## src/rtl/raizing_cen_pkg.sv

```systemverilog
// Shared constants, limits and helpers for the fractional clock-enable bank.
package raizing_cen_pkg;

    // Default width of the n/m ratio operands and of each accumulator.
    localparam int unsigned WC_DEFAULT = 17;

    // Supported channel count and divider tap count per channel.
    localparam int unsigned CH_MIN = 1;
    localparam int unsigned CH_MAX = 8;
    localparam int unsigned W_MIN  = 1;
    localparam int unsigned W_MAX  = 4;

    // Accumulator update selected each cycle by a channel.
    typedef enum logic [1:0] {
        ACC_HOLD,   // frozen by pause
        ACC_CLEAR,  // channel disabled or new ratio being applied
        ACC_STEP,   // no tick: acc <= acc + n
        ACC_WRAP    // tick: acc <= acc + n - m
    } acc_op_e;

    // Flat bit index of tap k of channel c in the cen/cenb vectors.
    function automatic int unsigned tap_idx(input int unsigned c,
                                            input int unsigned k,
                                            input int unsigned w);
        return c * w + k;
    endfunction

    // Width of a channel selector; never narrower than one bit.
    function automatic int unsigned sel_width(input int unsigned ch);
        return (ch > 1) ? $clog2(ch) : 1;
    endfunction

endpackage

```

## src/rtl/raizing_cen_chan.sv

```systemverilog
// One fractional clock-enable channel: n/m accumulator, binary tap counter,
// shadow ratio registers and the logic that applies a pending ratio.
module raizing_cen_chan
    import raizing_cen_pkg::*;
#(
    parameter int unsigned   WC    = WC_DEFAULT,
    parameter int unsigned   W     = 2,
    parameter logic [WC-1:0] N_RST = WC'(1),
    parameter logic [WC-1:0] M_RST = WC'(2)
) (
    input  logic          clk_i,
    input  logic          rst_ni,
    input  logic          en_i,
    input  logic          pause_i,
    input  logic          wr_i,
    input  logic [WC-1:0] wr_n_i,
    input  logic [WC-1:0] wr_m_i,
    output logic          pend_o,
    output logic [W-1:0]  cen_o,
    output logic [W-1:0]  cenb_o
);

    // Tap counter needs W-1 bits; keep one bit when W is 1 (held at zero).
    localparam int unsigned TW = (W > 1) ? W - 1 : 1;

    logic [WC-1:0] n_q,   n_d;
    logic [WC-1:0] m_q,   m_d;
    logic [WC-1:0] sn_q,  sn_d;
    logic [WC-1:0] sm_q,  sm_d;
    logic [WC-1:0] acc_q, acc_d;
    logic [TW-1:0] tap_q, tap_d;
    logic          pend_q, pend_d;
    logic [W-1:0]  cen_q,  cen_d;
    logic [W-1:0]  cenb_q, cenb_d;

    logic          run;
    logic [WC:0]   sum;
    logic [WC-1:0] m_half;
    logic          half_ok;
    logic          tick;
    logic          half;
    logic          apply;
    logic [W-1:0]  tap_ok;
    acc_op_e       acc_op;

    // Compare, tap decode, pending-ratio application and shadow write.
    always_comb begin
        run     = en_i && !pause_i;
        sum     = {1'b0, acc_q} + {1'b0, n_q};
        m_half  = m_q >> 1;
        // Half-phase only makes sense when at most one tick per half period.
        half_ok = ({n_q, 1'b0} <= {1'b0, m_q});
        tick    = run && (sum >= {1'b0, m_q});
        half    = run && !tick && half_ok
                  && (acc_q < m_half) && (sum >= {1'b0, m_half});
        // A disabled channel picks up its pending ratio without waiting.
        apply   = pend_q && !pause_i && (tick || !en_i);

        for (int unsigned k = 0; k < W; k++) begin
            tap_ok[k] = &(tap_q | ~TW'((1 << k) - 1));
        end

        if (pause_i) begin
            acc_op = ACC_HOLD;
        end else if (!en_i || apply) begin
            acc_op = ACC_CLEAR;
        end else if (tick) begin
            acc_op = ACC_WRAP;
        end else begin
            acc_op = ACC_STEP;
        end

        acc_d  = acc_q;
        tap_d  = tap_q;
        n_d    = n_q;
        m_d    = m_q;
        sn_d   = sn_q;
        sm_d   = sm_q;
        pend_d = pend_q;

        case (acc_op)
            ACC_CLEAR: begin
                acc_d = '0;
                tap_d = '0;
            end
            ACC_WRAP: begin
                acc_d = WC'(sum - {1'b0, m_q});
                tap_d = (W > 1) ? tap_q + TW'(1) : '0;
            end
            ACC_STEP: begin
                acc_d = WC'(sum);
            end
            default: begin
            end
        endcase

        if (apply) begin
            n_d    = sn_q;
            m_d    = sm_q;
            pend_d = 1'b0;
        end

        // A write in the applying cycle still lands and stays pending.
        if (wr_i) begin
            sn_d   = wr_n_i;
            sm_d   = wr_m_i;
            pend_d = 1'b1;
        end

        cen_d  = tick ? tap_ok : '0;
        cenb_d = half ? tap_ok : '0;
    end

    // Channel state and registered enable outputs.
    always_ff @(posedge clk_i) begin
        if (!rst_ni) begin
            n_q    <= N_RST;
            m_q    <= M_RST;
            sn_q   <= N_RST;
            sm_q   <= M_RST;
            acc_q  <= '0;
            tap_q  <= '0;
            pend_q <= 1'b0;
            cen_q  <= '0;
            cenb_q <= '0;
        end else begin
            n_q    <= n_d;
            m_q    <= m_d;
            sn_q   <= sn_d;
            sm_q   <= sm_d;
            acc_q  <= acc_d;
            tap_q  <= tap_d;
            pend_q <= pend_d;
            cen_q  <= cen_d;
            cenb_q <= cenb_d;
        end
    end

    assign pend_o = pend_q;
    assign cen_o  = cen_q;
    assign cenb_o = cenb_q;

endmodule

```

## src/rtl/raizing_cen_bank.sv

```systemverilog
// Bank of CH independent fractional clock-enable channels sharing one
// ratio-write port; each channel provides W binary-divided taps.
module raizing_cen_bank
    import raizing_cen_pkg::*;
#(
    parameter int unsigned      CH     = 4,
    parameter int unsigned      WC     = WC_DEFAULT,
    parameter int unsigned      W      = 2,
    parameter logic [CH*WC-1:0] N_INIT = {CH{WC'(1)}},
    parameter logic [CH*WC-1:0] M_INIT = {CH{WC'(2)}}
) (
    input  logic                      CLK,
    input  logic                      RESETn,
    input  logic [CH-1:0]             ch_en,
    input  logic                      pause,
    input  logic                      cfg_we,
    input  logic [sel_width(CH)-1:0]  cfg_sel,
    input  logic [WC-1:0]             cfg_n,
    input  logic [WC-1:0]             cfg_m,
    output logic                      cfg_err,
    output logic [CH-1:0]             cfg_pend,
    output logic [CH*W-1:0]           cen,
    output logic [CH*W-1:0]           cenb
);

    if (CH < CH_MIN || CH > CH_MAX) begin : g_bad_ch
        $error("raizing_cen_bank: CH outside supported range");
    end
    if (W < W_MIN || W > W_MAX) begin : g_bad_w
        $error("raizing_cen_bank: W outside supported range");
    end

    logic          cfg_ok;
    logic [CH-1:0] wr;
    logic          cfg_err_q, cfg_err_d;

    // Validate the write and steer the strobe to the selected channel.
    always_comb begin
        cfg_ok = (cfg_n != '0) && (cfg_m != '0) && (cfg_n <= cfg_m)
                 && (32'(cfg_sel) < CH);
        for (int unsigned c = 0; c < CH; c++) begin
            wr[c] = cfg_we && cfg_ok && (32'(cfg_sel) == c);
        end
        cfg_err_d = cfg_we && !cfg_ok;
    end

    // Rejected-write flag, visible for one cycle after the write.
    always_ff @(posedge CLK) begin
        if (!RESETn) begin
            cfg_err_q <= 1'b0;
        end else begin
            cfg_err_q <= cfg_err_d;
        end
    end

    assign cfg_err = cfg_err_q;

    for (genvar c = 0; c < CH; c++) begin : g_chan
        raizing_cen_chan #(
            .WC    (WC),
            .W     (W),
            .N_RST (N_INIT[c*WC +: WC]),
            .M_RST (M_INIT[c*WC +: WC])
        ) u_chan (
            .clk_i   (CLK),
            .rst_ni  (RESETn),
            .en_i    (ch_en[c]),
            .pause_i (pause),
            .wr_i    (wr[c]),
            .wr_n_i  (cfg_n),
            .wr_m_i  (cfg_m),
            .pend_o  (cfg_pend[c]),
            .cen_o   (cen[tap_idx(c, 0, W) +: W]),
            .cenb_o  (cenb[tap_idx(c, 0, W) +: W])
        );
    end

endmodule

```

## config.mk

```make
export PLATFORM = sky130hd
export DESIGN_NAME = raizing_cen_bank
export DESIGN_NICKNAME = d
export VERILOG_FILES = /design/src/rtl/raizing_cen_pkg.sv /design/src/rtl/raizing_cen_chan.sv /design/src/rtl/raizing_cen_bank.sv
export SDC_FILE = /design/constraint.sdc
export NUM_CORES = 1
export LEC_CHECK = 0
export ABC_CLOCK_PERIOD_IN_PS = 4800
export BUFFER_PORTS_ARGS = -buffer_cell sky130_fd_sc_hd__buf_2
export CORE_MARGIN = 1.5
export CORE_UTILIZATION = 35
export CTS_CLUSTER_DIAMETER = 120
export DETAILED_ROUTE_END_ITERATION = 12
export PLACE_DENSITY = 0.57
export SYNTH_ARGS = -nofsm -noshare
export SYNTH_HDL_FRONTEND = slang
export SYNTH_SLANG_ARGS = --single-unit
```

## constraint.sdc

```tcl
create_clock -name CLK -period 4.8 [get_ports CLK]
set_input_delay 0.72 -clock CLK [delete_from_list [all_inputs] [get_ports CLK]]
set_output_delay 0.72 -clock CLK [all_outputs]
set_load 0.01 [all_outputs]
```

==> results of run 1 <==
[synthesized netlist by cell type, types with 13 or more instances]
master,number
dfxtp_1,365
xnor2_1,70
a31oi_1,17
a222oi_1,34
nand3_1,136
and3_1,30
o21bai_1,13
nor2b_1,27
o31ai_1,22
a21oi_1,271
nand2_1,328
a21o_1,65
nor3_1,38
nor2_1,226
o21ai_0,122
inv_1,138
xor2_1,31
clkbuf_1,77
o211ai_1,29
o21a_1,38
nand4_1,32
nand2b_1,37
buf_2,27
a211oi_1,34
mux2i_1,104
nor4_1,15
ha_1,341
a22oi_1,22
[flip-flops by register name, summed over array words and instances (netlist names)]
register              cells
g_chan.u_chan.acc_q      68
g_chan.u_chan.m_q        68
g_chan.u_chan.n_q        68
g_chan.u_chan.sm_q       68
g_chan.u_chan.sn_q       68
g_chan.u_chan.cen_o       8
g_chan.u_chan.cenb_o      8
g_chan.u_chan.pend_o      4
g_chan.u_chan.tap_q       4
cfg_err                   1
[worst max-delay path: cells and delay by family, from the launching register on]
kind	cells	cell delay, ns
compound gates	7	1.78
fa+ha+maj	3	1.07
simple gates	5	0.74
flops	1	0.37
buf+inv	2	0.32
xor+xnor	1	0.18
[metrics by stage]
stage | utilization [%] | setup slack [ns] | cells | hold WS (ns)
floorplan | - | 0.618 | 2888 | 0.428
global placement | 37.3 | 0.218 | 3754 | 0.439
detailed placement | 37.3 | 0.206 | 3754 | 0.444
CTS | 39.3 | 0.201 | 3829 | 0.412
global route | 39.4 | 0.00801 | 3834 | 0.420
finish | 39.4 | 0.257 | 3835 | 0.436
[final cells by class]
class / instances / area share [%]
inverters: 139 / 1.96
flip-flops and latches: 365 / 27.1
clock inverters: 21 / 0.756
diodes: 1 / 0.00927
well taps: 882 / 4.09
clock buffers: 54 / 4.33
multi-input cells: 2264 / 58.9
repair buffers: 109 / 2.83
[cells in the final DEF (no fill, tap or decap), drive strengths merged, types with 22 or more instances in the layout]
cell / Yosys / layout
and3: 30 / 30
a21oi: 271 / 271
o31ai: 22 / 22
a22oi: 22 / 22
o21a: 38 / 38
nand3: 136 / 136
nand4: 32 / 32
nor2b: 27 / 27
ha: 341 / 341
buf: 43 / 109
nor2: 226 / 226
inv: 139 / 139
o211ai: 29 / 29
o21ai: 124 / 124
nand2b: 37 / 37
xnor2: 70 / 70
nor3: 38 / 38
dfxtp: 365 / 365
a21o: 65 / 65
clkbuf: 77 / 54
a222oi: 34 / 34
mux2i: 104 / 104
nand2: 328 / 328
xor2: 31 / 31
a211oi: 37 / 37
[what timing repair did]
item                       4_1_cts  5_1_grt
setup buffers                    0        5
resized for setup                0       11
setup endpoints to repair        0       95
[power by group]
group / leakage, nW / internal [mW] / switching [mW]
logic: 8.06 / 2.22 / 2.95
registers: 2.95 / 3.22 / 0.160
clock network: 0.648 / 1.84 / 1.40
[routing by layer]
layer / share of wire (%) / vias up / wire, um
li1: - / 10600 / -
met4: 2.1 / 0 / 1460
met3: 5.5 / 84 / 3850
met5: 0 / - / 0
met2: 44 / 458 / 31000
met1: 48 / 9829 / 34100
[final timing paths]
| path | startpoint | slack (ns) | endpoint | depth (start not counted) |
|---|---|---|---|---|
| max | g_chan[1].u_chan.n_q[0]$_SDFFE_PN1P_ | 0.26 | g_chan[1].u_chan.acc_q[12]$_SDFFE_PN0P_ | 18 |
| min | ch_en[1] | 0.44 | g_chan[1].u_chan.cen_o[0]$_SDFF_PN0_ | 2 |
| min reg2reg | g_chan[3].u_chan.sm_q[15]$_SDFFE_PN0P_ | 0.45 | g_chan[3].u_chan.m_q[15]$_SDFFE_PN0P_ | 2 |
| max reg2reg | g_chan[1].u_chan.n_q[0]$_SDFFE_PN1P_ | 0.26 | g_chan[1].u_chan.acc_q[12]$_SDFFE_PN0P_ | 18 |
[logic make-up (layout without fill, tap and decap cells)]
logic type	after synthesis	count (layout)	synth area share [%]
AND/OR/NAND/NOR	931	931	17.9
XOR/XNOR	101	101	3.66
multiplexers	104	104	4.31
AO/OA/AOI/OAI	779	779	21.2
flip-flops	365	365	30.2
buffers and inverters	259	323	4.35
adder cells (fa/ha/maj)	349	349	18.3
other	0	1	0
==> summary.txt, run 1 <==
Status
  – Status: finished clean

Clock network
  – Clock sinks: 365
  – Clk slew on worst S/H paths: 0.07 ns
  – CTS Hold Bufs: 0
  – CTS tree: built
  – CTS root buf: clkbuf_16
  – Clock latency on the worst-skew pair: 0.59 ns
  – CTS Buffer Depth: 3
  – Num CTS Buffers: 42
  – CTS H-tree lvls: 2

STA
  – Slew HR: 16.7%
  – Fin crit period: 4.54 ns
  – Final setup fails: 0
  – Setup TNS: 0 ns
  – Clock Skews: 0.0179 ns
  – Fin. Hold Viols: 0
  – Slew @ Worst Pin: 1.23 ns
  – Period utilization: between 90 and 100%
  – Max-slew violations: 0
  – RSZ-0062 raised after global routing: false
  – Max Clock Freq: 220 MHz

Logic synthesis
  – Post-Syn Instances: 2888
  – Area contributors post-synth: dfxtp_1, ha_1, a21oi_1, nand2_1, mux2i_1
  – Number of synthesized register bits: 365
  – Post-synth ARST share: 0%
  – YS warnings: 0
  – Main synth FF type: dfxtp_1
  – Yosys top cell by area: dfxtp_1
  – Post-synth EDFFs: 0
  – Area share of the largest cell type after synthesis: 30.2%
  – Yosys cell types: 83
  – Register area share after synthesis: 30.2%
  – Synthesized area per cell: 8.37 um^2
  – Syn Std Cell Area: 0.0242 mm^2
  – Synthesized net count: 3281

Route
  – Via/cell ratio: 5.48
  – DR DRC count: 0
  – Post-Route WL: between 70000 and 80000 um
  – Final ANT Viol Nets: 0
  – DR pass1 iterations: 6
  – Total number of vias: 21000
  – Drt initial violations: 1674
  – Post-DR wirelength/cell: 18.4 um

GRT
  – Antenna violations before repair: 0
  – Global Route met1 Usage: between 20% and 30%
  – Grt peak-use layer: met2
  – Met3 usage: 3.09%
  – GRT overflow: 0
  – Gr usage total: 19.7%
  – Global routing usage on met2: 31.1%
  – Vias in the first global route: just under 20000
  – First-pass GRT wire length: 112000 um
  – Largest net degree at the start of global routing: between 150 and 200

Placed design
  – Placer congestion estimate: slightly below 0.9
  – Port bufs: 64
  – Post-detail-place hpwl: 51100 um
  – Cell Area, Placed: 0.0255 mm^2

Die
  – Die height: about 270 um
  – Initial Util: 35.3%
  – Die area: 0.0706 mm^2
  – Die Wd: 266 um
  – Site row count: between 90 and 100
  – Core area: between 0.06 and 0.07 mm^2
  – Top Ports: 65

Setup path
  – Worst Setup End Kind: flip-flop
  – Crit path max fanout: 10
  – Critical path class: reg -> reg
  – WP data arrival: 5.05 ns
  – CP cell instances: ha_1 > inv_1 > fa_1 > nor2b_1 > o2111ai_1 > nand4b_1 > nand2_1 > xnor2_2 > ha_1 > nand3_1 > o211ai_1 > nor2_1 > a21boi_0 > o31a_1 > o21a_1 > buf_4 > o311ai_0 > a21oi_1
  – Critical path's largest stage delay: between 0.4 and 0.5 ns
  – Slowest library cell on the worst path: ha_1
  – Top cell by count, worst path: ha_1
  – WP data required: 5.30 ns
  – Startpoint Class: flip-flop

Final layout
  – Layout fillers: around 7000
  – Area of the multi-input gates: ~0.016 mm^2
  – Design area: 0.0270 mm^2
  – Layout Area Growth over Synthesis: 11.7%
  – Share of cells above drive strength 1: 7.28%
  – Nets@finish: roughly 3300
  – Reg area: roughly 0.0073 mm^2

Pwr
  – Power Dens Cells: 437 mW/mm^2
  – VDD IR max: roughly 0.00023 V
  – Leak: 11.7 nW
  – Total power: 11.8 mW

Min path
  – Hold WC Path Type: in -> reg

Flow run
  – Max Cap Viol: 0
Power figures use the tool's default switching activity.
==> run 2, diff against run 1 <==
--- a/config.mk
+++ b/config.mk
@@ -7,11 +7,13 @@
 export LEC_CHECK = 0
 export ABC_CLOCK_PERIOD_IN_PS = 4800
 export BUFFER_PORTS_ARGS = -buffer_cell sky130_fd_sc_hd__buf_2
+export CELL_PAD_IN_SITES_DETAIL_PLACEMENT = 0
+export CELL_PAD_IN_SITES_GLOBAL_PLACEMENT = 1
 export CORE_MARGIN = 1.5
 export CORE_UTILIZATION = 35
 export CTS_CLUSTER_DIAMETER = 120
 export DETAILED_ROUTE_END_ITERATION = 12
-export PLACE_DENSITY = 0.57
+export PLACE_DENSITY = 0.68
 export SYNTH_ARGS = -nofsm -noshare
 export SYNTH_HDL_FRONTEND = slang
 export SYNTH_SLANG_ARGS = --single-unit
==> summary.txt, run 2 (synthesized netlist as in run 1, its figures left out) <==
Placed design
  – Placer congestion estimate: slightly above 0.9
  – Post-detail-place hpwl: 54600 um
  – Pre-CTS worst setup slack: about 0.075 ns
  – Port bufs: 64

Flow run
  – Max Cap Viol: 0

STA
  – Slew HR: between 20 and 30%
  – Post-route setup slack: 0.200 ns
  – Min Hold Slack: between 0.4 and 0.5 ns
  – Final setup fails: 0
  – Setup TNS: 0 ns
  – Fin. Hold Viols: 0
  – Clock Skews: 0.0157 ns
  – Fin crit period: around 4.6 ns
  – Max Clock Freq: between 200 and 250 MHz
  – Period utilization: 95.8%
  – Max-slew violations: 0
  – Slew @ Worst Pin: 1.05 ns

Die
  – Die area: 0.0706 mm^2
  – Initial Util: between 30% and 40%
  – Top Ports: 65
  – Die Wd: around 270 um
  – Site row count: 96
  – Core area: 0.0685 mm^2
  – Die height: about 270 um

GRT
  – GRT overflow: 0
  – Vias in the first global route: 20900
  – Antenna violations before repair: 1
  – First-pass GRT wire length: 116000 um
  – Largest net degree at the start of global routing: 125
  – Gr usage total: 20.5%

Pwr
  – VDD IR max: 0.000204 V
  – Leak: 11.8 nW
  – Power Dens Cells: roughly 440 mW/mm^2
  – Total power: about 12 mW

Setup path
  – Crit path max fanout: 8
  – Startpoint Class: flip-flop
  – WP data arrival: 5.09 ns
  – Critical path class: reg -> reg
  – Worst Setup End Kind: flip-flop
  – WP data required: about 5.3 ns

Final layout
  – Layout Area Growth over Synthesis: 12.4%
  – Reg area: 0.00731 mm^2
  – Commonest non-fill, non-tap cell in the layout: dfxtp_1
  – Most frequent cells in the layout: dfxtp_1, ha_1, nand2_1, a21oi_1, nor2_1
  – Area of the multi-input gates: 0.0159 mm^2
  – Share of cells above drive strength 1: 7.50%
  – Nets@finish: 3325
  – Layout fillers: approximately 7000

Clock network
  – CTS root buf: clkbuf_16
  – CTS tree: built
  – CTS Buffer Depth: 3
  – CTS H-tree lvls: 2
  – Clock sinks: 365
  – Clock latency on the worst-skew pair: roughly 0.58 ns
  – CTS Hold Bufs: 0
  – Num CTS Buffers: 43
  – Clk slew on worst S/H paths: 0.06 ns

Route
  – Drt initial violations: 1589
  – Total number of vias: between 20000 and 25000
  – Post-DR wirelength/cell: 19.5 um
  – Post-Route WL: roughly 75000 um
  – DR pass1 iterations: 7
  – Via/cell ratio: between 5 and 6
  – DR DRC count: 0
  – Final ANT Viol Nets: 0

Min path
  – Hold WC Path Type: reg -> reg

Status
  – Status: finished clean
[run 2: cell types whose count changed in the layout (fill, tap and decap cells not counted), moves of 2 or more]
cell,previous run,this run
clkinvlp_4,9,3
clkinv_4,1,3
clkbuf_1,6,9
buf_4,37,42
clkinv_8,2,0
clkbuf_16,43,48
clkinv_2,7,4
[run 2: cell type report]
| cell class | instances | share of cell area, % |
|---|---|---|
| diodes | 1 | 0.00921 |
| clock buffers | 58 | 4.47 |
| clock inverters | 14 | 0.617 |
| inverters | 139 | 1.95 |
| multi-input cells | 2264 | 58.7 |
| flip-flops and latches | 365 | 26.9 |
| well taps | 882 | 4.06 |
| repair buffers | 119 | 3.33 |
[run 2: metrics by stage]
step | utilization, % | std cells | cell area (um^2)
2_1_floorplan | - | 2888 | 24200
3_3_place_gp | 37.3 | 3755 | 25500
3_5_place_dp | 37.3 | 3755 | 25500
4_1_cts | 39.3 | 3827 | 26900
5_1_grt | 39.7 | 3841 | 27200
6_report | 39.7 | 3842 | 27200
[run 2: final timing paths]
check | start | endpoint | slack [ns] | depth (start not counted)
worst max-delay path | g_chan[1].u_chan.n_q[0]$_SDFFE_PN1P_ | g_chan[1].u_chan.acc_q[4]$_SDFFE_PN0P_ | 0.20 | 17
worst min-delay path | g_chan[3].u_chan.sm_q[4]$_SDFFE_PN0P_ | g_chan[3].u_chan.m_q[4]$_SDFFE_PN0P_ | 0.45 | 2
worst max register to register | g_chan[1].u_chan.n_q[0]$_SDFFE_PN1P_ | g_chan[1].u_chan.acc_q[4]$_SDFFE_PN0P_ | 0.20 | 17
worst min register to register | g_chan[3].u_chan.sm_q[4]$_SDFFE_PN0P_ | g_chan[3].u_chan.m_q[4]$_SDFFE_PN0P_ | 0.45 | 2
[run 2: report_power, final]
| group | total (mW) | switching (mW) | leakage (nW) | internal [mW] |
|---|---|---|---|---|
| clock network | 3.30 | 1.37 | 0.669 | 1.93 |
| logic | 5.34 | 3.03 | 8.15 | 2.31 |
| registers | 3.39 | 0.174 | 2.95 | 3.22 |
| total | 12.0 | 4.58 | 11.8 | 7.46 |
[run 2: timing repair]
action | CTS | global route
setup endpoints to repair | 0 | 182
buffers inserted | 0 | 10
resized for setup | 0 | 19
[run 2: routing by layer]
| metal | track usage (%) | routed length (um) | part of all wire [%] | vias up |
|---|---|---|---|---|
| met2 | 33.8 | 34000 | 45 | 566 |
| met1 | 27.9 | 35200 | 47 | 10300 |
| met5 | 0 | 13 | 0.017 | - |
| met3 | 3.24 | 4040 | 5.4 | 104 |
| met4 | 4.99 | 1540 | 2.1 | 2 |
| li1 | - | - | - | 10600 |
[run 2: worst max-delay path, stage by stage (launching register included)]
cell and delay (ns):
dfxtp_1 0.39, ha_1 0.22, inv_1 0.07, fa_1 0.41, nor2b_1 0.18, o2111ai_1 0.17
nand4b_1 0.20, nand2_1 0.13, xnor2_2 0.19, ha_1 0.45, nand3_1 0.11, o211ai_1 0.30
nor2_1 0.14, a21boi_1 0.28, o31a_1 0.32, o21a_1 0.35, or3b_2 0.48, a21oi_1 0.14
==> run 3, diff against run 2 <==
--- a/config.mk
+++ b/config.mk
@@ -16,4 +16,5 @@
 export PLACE_DENSITY = 0.68
 export SYNTH_ARGS = -nofsm -noshare
 export SYNTH_HDL_FRONTEND = slang
+export SYNTH_HIERARCHICAL = 1
 export SYNTH_SLANG_ARGS = --single-unit
==> summary.txt, run 3 <==
Status
  – Status: finished clean

Clock network
  – Clock sinks: 365
  – CTS Buffer Depth: 3
  – Clock latency on the worst-skew pair: 0.60 ns
  – Num CTS Buffers: 45
  – CTS H-tree lvls: 2
  – CTS root buf: clkbuf_16
  – CTS tree: built
  – Clk slew on worst S/H paths: 0.06 ns
  – CTS Hold Bufs: 0

Flow run
  – Max Cap Viol: 0

Final layout
  – Antenna cells: 0
  – Layout Utilization: 39.9%
  – Design area: 0.0281 mm^2
  – Most frequent cells in the layout: dfxtp_1, ha_1, nor2_1, a21oi_1, mux2i_1
  – Share of cells above drive strength 1: 8.19%
  – Commonest non-fill, non-tap cell in the layout: dfxtp_1
  – Nets@finish: between 3000 and 4000
  – Layout Area Growth over Synthesis: 12.3%
  – Layout fillers: 7104

Logic synthesis
  – Area share of the largest cell type after synthesis: 29.2%
  – Register area share after synthesis: between 20% and 30%
  – YS warnings: 6
  – Number of synthesized register bits: 365
  – Main synth FF type: dfxtp_1
  – Most frequent cell after synthesis: dfxtp_1
  – Synthesized area per cell: 8.55 um^2
  – Post-synth EDFFs: 0
  – Synthesized net count: 3322
  – Yosys cell types: 88
  – Area contributors post-synth: dfxtp_1, ha_1, mux2i_1, a21oi_1, nor2_1
  – Yosys top cell by area: dfxtp_1
  – Post-Syn Instances: 2929
  – Top post-synthesis cells by count: dfxtp_1, ha_1, nor2_1
  – Syn Std Cell Area: 0.0250 mm^2
  – Post-synth ARST share: 0%

Setup path
  – Worst Setup End Kind: flip-flop
  – WP data arrival: 4.94 ns
  – Startpoint Class: flip-flop
  – Worst Setup SP: g_chan[3].u_chan/n_q[7]$_SDFFE_PN0P_
  – Critical path class: reg -> reg
  – WP data required: 5.23 ns
  – Crit path max fanout: 17
  – Reg-to-Reg Start: g_chan[3].u_chan/n_q[7]$_SDFFE_PN0P_

GRT
  – Gr usage total: 20.0%
  – First-pass GRT wire length: 118000 um
  – GRT overflow: 0
  – Largest net degree at the start of global routing: 86
  – Antenna violations before repair: 1
  – Vias in the first global route: approximately 21000

Die
  – Die height: 271 um
  – Initial Util: 35.6%
  – Die Wd: 271 um
  – Core area: roughly 0.070 mm^2
  – Top Ports: 65
  – Site row count: 97
  – Die area: 0.0732 mm^2

Pwr
  – VDD IR max: 0.000513 V
  – Logic pwr share: between 50% and 60%
  – Internal: 9.16 mW
  – Sequential share of power: 21.3%
  – Switching share of power: 44.1%
  – Psw: 7.24 mW
  – Power Dens Cells: 583 mW/mm^2
  – Leak: 11.6 nW
  – Clock share of power: around 22%

Min path
  – Hold wc startpoint: g_chan[0].u_chan/sn_q[12]$_SDFFE_PN0P_
  – Hold WC Path Type: reg -> reg

Placed design
  – Port bufs: 64
  – Post-detail-place hpwl: 55000 um
  – Placer congestion estimate: 0.856
  – Cell Area, Placed: about 0.026 mm^2

Route
  – Post-Route WL: roughly 76000 um
  – DR DRC count: 0
  – Routed metal-1 wire length: 36900 um
  – Drt initial violations: between 1500 and 2000
  – Routed met3 length: 3410 um
  – Post-DR wirelength/cell: 19.3 um
  – Final ANT Viol Nets: 0
  – WL met2: roughly 34000 um
  – Via/cell ratio: 5.60
  – DR pass1 iterations: 6
  – Total number of vias: 22000
  – Highest Signal Layer: met5

STA
  – Max Clock Freq: 222 MHz
  – Fin crit period: between 4 and 5 ns
  – Clock Skews: 0.0368 ns
  – Slew @ Worst Pin: 1.35 ns
  – Fin. Hold Viols: 0
  – Slew HR: 9.39%
  – Period utilization: ~94%
  – Min Hold Slack: 0.443 ns
  – Max-slew violations: 0
  – Final setup fails: 0
## run 3: changes by cell type in the layout (fill, tap and decap cells not counted), sizes merged, moves of 21 or more
cell,before,now
nor2,226,287
a32oi,1,45
and3,30,9
mux2i,104,205
a222oi,34,13
o21ai,124,171
nand2,328,164
## run 3: worst paths after layout
path              cells past startpoint                                    end  slack (ns)
setup / recovery                     18   g_chan[3].u_chan/n_q[8]$_SDFFE_PN0P_        0.29
hold reg to reg                       2  g_chan[0].u_chan/n_q[12]$_SDFFE_PN0P_        0.44
hold / removal                        2  g_chan[0].u_chan/n_q[12]$_SDFFE_PN0P_        0.44
setup reg to reg                     18   g_chan[3].u_chan/n_q[8]$_SDFFE_PN0P_        0.29
## run 3: routing by layer
metal | global-route usage (%) | vias to the layer above
met5 | 0 | -
met4 | 5.98 | 2
met2 | 31.9 | 513
met3 | 2.29 | 124
li1 | - | 10800
met1 | 28.0 | 10500
## run 3: final cells by class
type	count	area, um^2	area share, %
Multi-Input combinational cell	2285	16700	59.4
Sequential cell	365	7310	26.0
Clock buffer	61	1290	4.57
Tap cell	940	1180	4.18
Timing Repair Buffer	106	805	2.86
Inverter	156	586	2.08
Clock inverter	19	259	0.921
## run 3: cells by family (layout without fill, tap and decap cells)
family	count (synthesis)	count (layout)	synth area share, %
flops	365	365	29.2
fa+ha+maj	349	349	17.7
simple gates	860	860	16.5
compound gates	784	784	20.8
xor+xnor	87	87	3.04
buf+inv	279	342	4.62
mux	205	205	8.19
## run 3: timing repair
item                                    in CTS  in global routing
setup buffers                                0                  3
endpoints found under the setup margin       0                127
gates resized for setup                      0                 17
## run 3: power by group through the flow
stage / clock (mW) / combinational [mW] / sequential (mW)
finish: 3.57 / 9.34 / 3.49
global route: 3.77 / 10.2 / 3.51
CTS: 3.66 / 9.21 / 3.49
detailed placement: 0 / 9.17 / 3.55
global placement: 0 / 9.04 / 3.55
floorplan: 0 / 6.82 / 3.47
## run 3: stage by stage
step                      instances  worst slack (ns)  total power [mW]  setup TNS [ns]
final                          3932             0.288              16.4               0
after detailed placement       3846            0.0628              12.7               0
after global placement         3845             0.151              12.6               0
after floorplan                2929             0.586              10.3               0
after CTS                      3926            0.0609              16.4               0
after global routing           3932           -0.0394              17.5          -0.109
## run 3: worst max-delay path, stage by stage (launching register included)
cell	delay, ns
dfxtp_1	0.35
ha_1	0.37
and3_1	0.22
and3_1	0.20
a21oi_2	0.22
a21oi_4	0.13
or4_1	0.40
and3_1	0.24
ha_1	0.38
nand2_1	0.11
or3_1	0.39
a211o_1	0.27
a31oi_4	0.21
a2111oi_4	0.08
a21oi_4	0.18
buf_12	0.14
clkbuf_16	0.21
mux2i_1	0.20
nor2_1	0.05
